[config.mk]
export PLATFORM = sky130hd
export DESIGN_NAME = router_pkt_src
export DESIGN_NICKNAME = d
export VERILOG_FILES = /design/src/rtl/router_defs.sv /design/src/rtl/router_src_buf.sv /design/src/rtl/router_pkt_src.sv
export SDC_FILE = /design/constraint.sdc
export NUM_CORES = 1
export LEC_CHECK = 0
export BUFFER_PORTS_ARGS = -buffer_cell sky130_fd_sc_hd__buf_2
export CORE_AREA = 2 2 232 234
export CTS_CLUSTER_DIAMETER = 200
export DETAILED_ROUTE_END_ITERATION = 12
export DIE_AREA = 0 0 234 236
export SLEW_MARGIN = 15
export SYNTH_ARGS = -nofsm -noshare
export SYNTH_HDL_FRONTEND = slang
export SYNTH_SLANG_ARGS = --single-unit
[constraint.sdc]
create_clock -name clock -period 4.31 [get_ports clock]
set_input_delay 0.2155 -clock clock [delete_from_list [all_inputs] [get_ports clock]]
set_output_delay 0.2155 -clock clock [all_outputs]
set_load 0.005 [all_outputs]
[src/rtl/router_defs.sv]
// Shared definitions for the router packet path:
// header field layout, length limits and source FSM states.
package router_defs;

    localparam int LEN_W     = 6;
    localparam int ADDR_W    = 2;
    localparam int MAX_LEN   = 63;
    localparam int BUF_DEPTH = MAX_LEN + 1;

    typedef enum logic [2:0] {
        S_IDLE,
        S_LOAD,
        S_HEADER,
        S_PAYLOAD,
        S_PARITY,
        S_GAP
    } state_t;

    function automatic logic [7:0] make_header(
        input logic [LEN_W-1:0]  len,
        input logic [ADDR_W-1:0] addr
    );
        return {len, addr};
    endfunction

endpackage

[src/rtl/router_src_buf.sv]
// Payload store for the packet source: 64 bytes,
// synchronous write, combinational read.
module router_src_buf
    import router_defs::*;
(
    input  logic       clock,
    input  logic       wen,
    input  logic [5:0] waddr,
    input  logic [7:0] wdata,
    input  logic [5:0] raddr,
    output logic [7:0] rdata
);

    logic [7:0] mem [BUF_DEPTH];

    // Write port: one byte per enabled edge
    always_ff @(posedge clock) begin
        if (wen) begin
            mem[waddr] <= wdata;
        end
    end

    assign rdata = mem[raddr];

endmodule

[src/rtl/router_pkt_src.sv]
// Store-and-forward packet source feeding the router input:
// buffers the payload, then streams header, payload and parity.
module router_pkt_src
    import router_defs::*;
#(
    parameter int GAP_CYCLES = 2,
    parameter int ADDR_LIMIT = 3
) (
    input  logic       clock,
    input  logic       resetn,
    input  logic       start,
    input  logic [1:0] dest_addr,
    input  logic [5:0] pay_len,
    output logic       req_ready,
    input  logic [7:0] pay_data,
    input  logic       pay_valid,
    output logic       pay_ready,
    input  logic       busy,
    output logic [7:0] data_out,
    output logic       pkt_valid,
    output logic       done,
    output logic       err
);

    state_t     state;
    logic [5:0] len_q;
    logic [7:0] hdr;
    logic [7:0] parity;
    logic [5:0] wcnt;
    logic [5:0] rcnt;
    logic [3:0] gcnt;
    logic       wen;
    logic [5:0] raddr;
    logic [7:0] rdata;

    assign req_ready = (state == S_IDLE);
    assign pay_ready = (state == S_LOAD);
    assign wen       = pay_ready && pay_valid;
    // HEADER reads byte 0; PAYLOAD prefetches the next byte
    assign raddr     = (state == S_PAYLOAD) ? rcnt + 6'd1 : 6'd0;

    router_src_buf u_buf (
        .clock (clock),
        .wen   (wen),
        .waddr (wcnt),
        .wdata (pay_data),
        .raddr (raddr),
        .rdata (rdata)
    );

    // Request, load and transmit sequencing with registered outputs
    always_ff @(posedge clock or negedge resetn) begin
        if (!resetn) begin
            state     <= S_IDLE;
            len_q     <= '0;
            hdr       <= '0;
            parity    <= '0;
            wcnt      <= '0;
            rcnt      <= '0;
            gcnt      <= '0;
            data_out  <= '0;
            pkt_valid <= 1'b0;
            done      <= 1'b0;
            err       <= 1'b0;
        end else begin
            done <= 1'b0;
            err  <= 1'b0;
            case (state)
                S_IDLE: begin
                    if (start) begin
                        if (int'(dest_addr) >= ADDR_LIMIT || pay_len == 6'd0) begin
                            err <= 1'b1;
                        end else begin
                            len_q  <= pay_len;
                            hdr    <= make_header(pay_len, dest_addr);
                            parity <= make_header(pay_len, dest_addr);
                            wcnt   <= '0;
                            state  <= S_LOAD;
                        end
                    end
                end
                S_LOAD: begin
                    if (pay_valid) begin
                        parity <= parity ^ pay_data;
                        wcnt   <= wcnt + 6'd1;
                        if (wcnt == len_q - 6'd1) begin
                            data_out  <= hdr;
                            pkt_valid <= 1'b1;
                            rcnt      <= '0;
                            state     <= S_HEADER;
                        end
                    end
                end
                S_HEADER: begin
                    if (!busy) begin
                        data_out <= rdata;
                        state    <= S_PAYLOAD;
                    end
                end
                S_PAYLOAD: begin
                    if (!busy) begin
                        if (rcnt != len_q - 6'd1) begin
                            data_out <= rdata;
                            rcnt     <= rcnt + 6'd1;
                        end else begin
                            data_out  <= parity;
                            pkt_valid <= 1'b0;
                            state     <= S_PARITY;
                        end
                    end
                end
                S_PARITY: begin
                    if (!busy) begin
                        data_out <= '0;
                        done     <= 1'b1;
                        gcnt     <= '0;
                        state    <= S_GAP;
                    end
                end
                S_GAP: begin
                    if (gcnt == 4'(GAP_CYCLES - 1)) begin
                        state <= S_IDLE;
                    end else begin
                        gcnt <= gcnt + 4'd1;
                    end
                end
                default: state <= S_IDLE;
            endcase
        end
    end

endmodule
==> qor.yml <==
worst_setup_path:
  cp.arrival_ns: 4.16
  critPathRequiredTime_ns: 4.78
  end_kind: "flop"
  start_kind: "flop"
  crit_type: "reg -> reg"
  cp_max_fo: 35
grt:
  grt_max_degree: 67
  track_usage_pct: 24.5
  grt.overflow.total: 0
  grt_pass1_vias: 14400
  grt_pass1_wl_um: 98400
  antenna_found_initial: 1
yosys:
  ys_seq_area_share_pct: 70.4
  synth.distinct_cells: 74
  yosysMostFrequentCell: "edfxtp_1"
  synth_commonest_cells: "512 x edfxtp_1, 182 x nand2_1, 115 x nor2_1"
  syn-num-nets: 1670
  dominantRegCellSynth: "edfxtp_1"
  synth_warnings: 0
  yosysTopAreaCell: "edfxtp_1"
  synth-seq-cells: 558
  netlist_area_mm2: 0.0235
  syn_avg_cell_area_um2: 14.3
  synth_area_leaders: "edfxtp_1 66%, dfrtp_1 4.9%, mux2i_1 3.8%, nand2_1 2.9%, mux4_2 2.1%"
  synthArstFlopShare_pct: 8.24
  synth-edff-count: 512
  netlist_instances: 1644
  synth.top_cell.area_share_pct: 65.5
timing:
  setup_viol: 0
  clock.fmax_mhz: 271
  fin_crit_sh_pct: 85.6
  rsz0062_at_grt: "false"
  finalHoldViolations: 0
  tightest_slew_ns: 1.10
  report.final.slew_viol_count: 0
  min_period_ns: 3.69
  maxSlewHeadroom_pct: 26.0
  fin_skew_ns: 0.0226
  timing.setup.tns_ns: 0
outcome:
  status: "finished clean"
final_layout:
  finalNonFillerCells: 2448
  design_area_mm2: 0.0266
  ff_latch_area_mm2: 0.0165
  multi_input_area_mm2: 0.00643
  synthToLayoutAreaGrowth_pct: 13.4
  n_fill_cell: 4474
  insertedDiodeCount: 0
  drive_gt1_share_pct: 14.2
  final_nets: 1731
placed_design:
  placed_area_mm2: 0.0246
  io_buffers: 33
  gp_congestion: 0.944
  dpl.hpwl_um: 41100
  place_inst: 2329
power:
  irDropWorstVdd_v: 0.000389
  p_comb_share_pct: 25.6
  p_leak_nw: 8.96
  sequentialPowerShare_pct: 42.1
  p_sw_mw: 4.92
  power.share.clock_pct: 32.3
  internal-power_mw: 10.5
  power_density_mw_per_mm2: 579
  switching_share_pct: 31.9
floorplan:
  io_pins: 34
  rows: 85
  coreArea_mm2: 0.0531
  initial_core_util_pct: 44.2
  die_h_um: 236
  die_area_mm2: 0.0552
  die_width_um: 234
clock_tree:
  ctsResizeCount: 0
  cts_tree: "done"
  clkSinkCount: 558
  cts_root_buffer: "clkbuf_16"
  clk_path_buf_depth: 3
  clk_pin_slew_ns: 0.07
  htreeDepth: 2
  clock_latency_ns: 0.62
  cts_made_buffers: 57
routing:
  ant_nets: 0
  first_pass_iters: 6
  viasPerCell: 6.07
  drt_iter0_markers: 2099
  wl_per_cell_um: 27.6
  detailroute.via_count: 14900
  wl_um: 67500
  drc_errors: 0
worst_hold_path:
  hp-class: "in -> reg"
run:
  cap_violations: 0
cells by family after synthesis:
logic type,after synthesis,synth area share (%)
compound gates,324,9.59
buf+inv,128,2.53
simple gates,479,9.30
fa+ha+maj,5,0.267
xor+xnor,24,1.21
flops,558,70.4
mux,126,6.69
through the flow:
step / setup WS, ns / util (%) / total power, mW / hold slack (ns)
final: 0.620 / 50.2 / 15.4 / 0.0419
after global routing: 0.482 / 50.2 / 16.0 / 0.0524
after CTS: 0.662 / 50.2 / 15.4 / 0.0184
after detailed placement: 0.677 / 46.4 / 10.5 / 0.364
after global placement: 0.764 / 46.4 / 10.4 / 0.354
after floorplan: 1.83 / - / 9.12 / -0.0801
final cells by class:
cell class / instances / share of cell area, %
Multi-Input combinational cell: 958 / 24.1
Inverter: 13 / 0.183
Sequential cell: 558 / 62.1
Clock inverter: 29 / 1.16
Timing Repair Buffer: 117 / 3.30
Clock buffer: 77 / 5.87
Tap cell: 696 / 3.27
placed cells by master, fill, tap and decap left out, types with 11 or more instances in the layout:
cell type and n:
nand2_1 181, a31oi_1 13, buf_4 67, buf_2 33, clkbuf_16 59, clkbuf_1 16, nand2b_1 21, o211ai_1 14
dfrtp_1 45, o21ai_0 53, edfxtp_1 512, inv_1 12, a21oi_1 77, mux2i_1 89, a211oi_1 28, a2bb2oi_1 11
nand3_1 77, dlygate4sd3_1 13, nor3_1 27, a22oi_1 19, mux2_2 11, mux4_2 22, o221ai_1 17, a22o_1 12
xor2_1 12, a221oi_1 13, or3_1 11, nor2_1 115
state kept, by name (all words and copies together), names as in the netlist, 2 cells and up:
| register | count |
|---|---|
| u_buf.mem | 512 |
| data_out | 8 |
| parity | 8 |
| len_q | 6 |
| rcnt | 6 |
| wcnt | 6 |
| gcnt | 4 |
| state | 3 |
| hdr | 2 |
power groups by stage:
stage	registers, mW	clock network [mW]	logic, mW
after detailed placement	6.58	0	3.88
final	6.49	4.99	3.94
after global routing	6.51	5.26	4.21
after CTS	6.47	5.03	3.91
after floorplan	6.43	0	2.69
after global placement	6.57	0	3.84
routing by layer:
layer	global-route usage, %	vias up	wire [um]
met5	0	-	7
met4	7.63	2	2030
met3	5.61	131	6710
met2	37.1	822	31100
met1	35.2	7464	27700
li1	-	6447	-
path summary, 6_finish.rpt:
kind / start / endpoint / slack [ns] / depth (start not counted)
max: rcnt[0] / data_out[4] / 0.62 / 10
min: pay_valid / wcnt[0] / 0.04 / 3
max in group asynchronous: resetn / rcnt[0] / 3.55 / 3
min reg2reg: hdr[1] / hdr[1] / 0.49 / 2
min in group asynchronous: resetn / len_q[3] / 0.28 / 3
max reg2reg: rcnt[0] / data_out[4] / 0.62 / 10
worst max-delay path: stages (launching register included):
cell,delay (ns)
dfrtp_4,0.54
ha_4,0.38
buf_4,0.32
nand4b_1,0.15
buf_4,0.32
buf_4,0.41
nand3_1,0.13
a221oi_1,0.58
nor3_1,0.12
a21oi_1,0.38
o221ai_1,0.20
timing repair:
action                                  CTS  global route
buffers inserted                          0             0
endpoints found under the hold margin    66             0
hold buffers                             13             0
endpoints found under the setup margin    0             0
(Power assumes the default switching activity.)
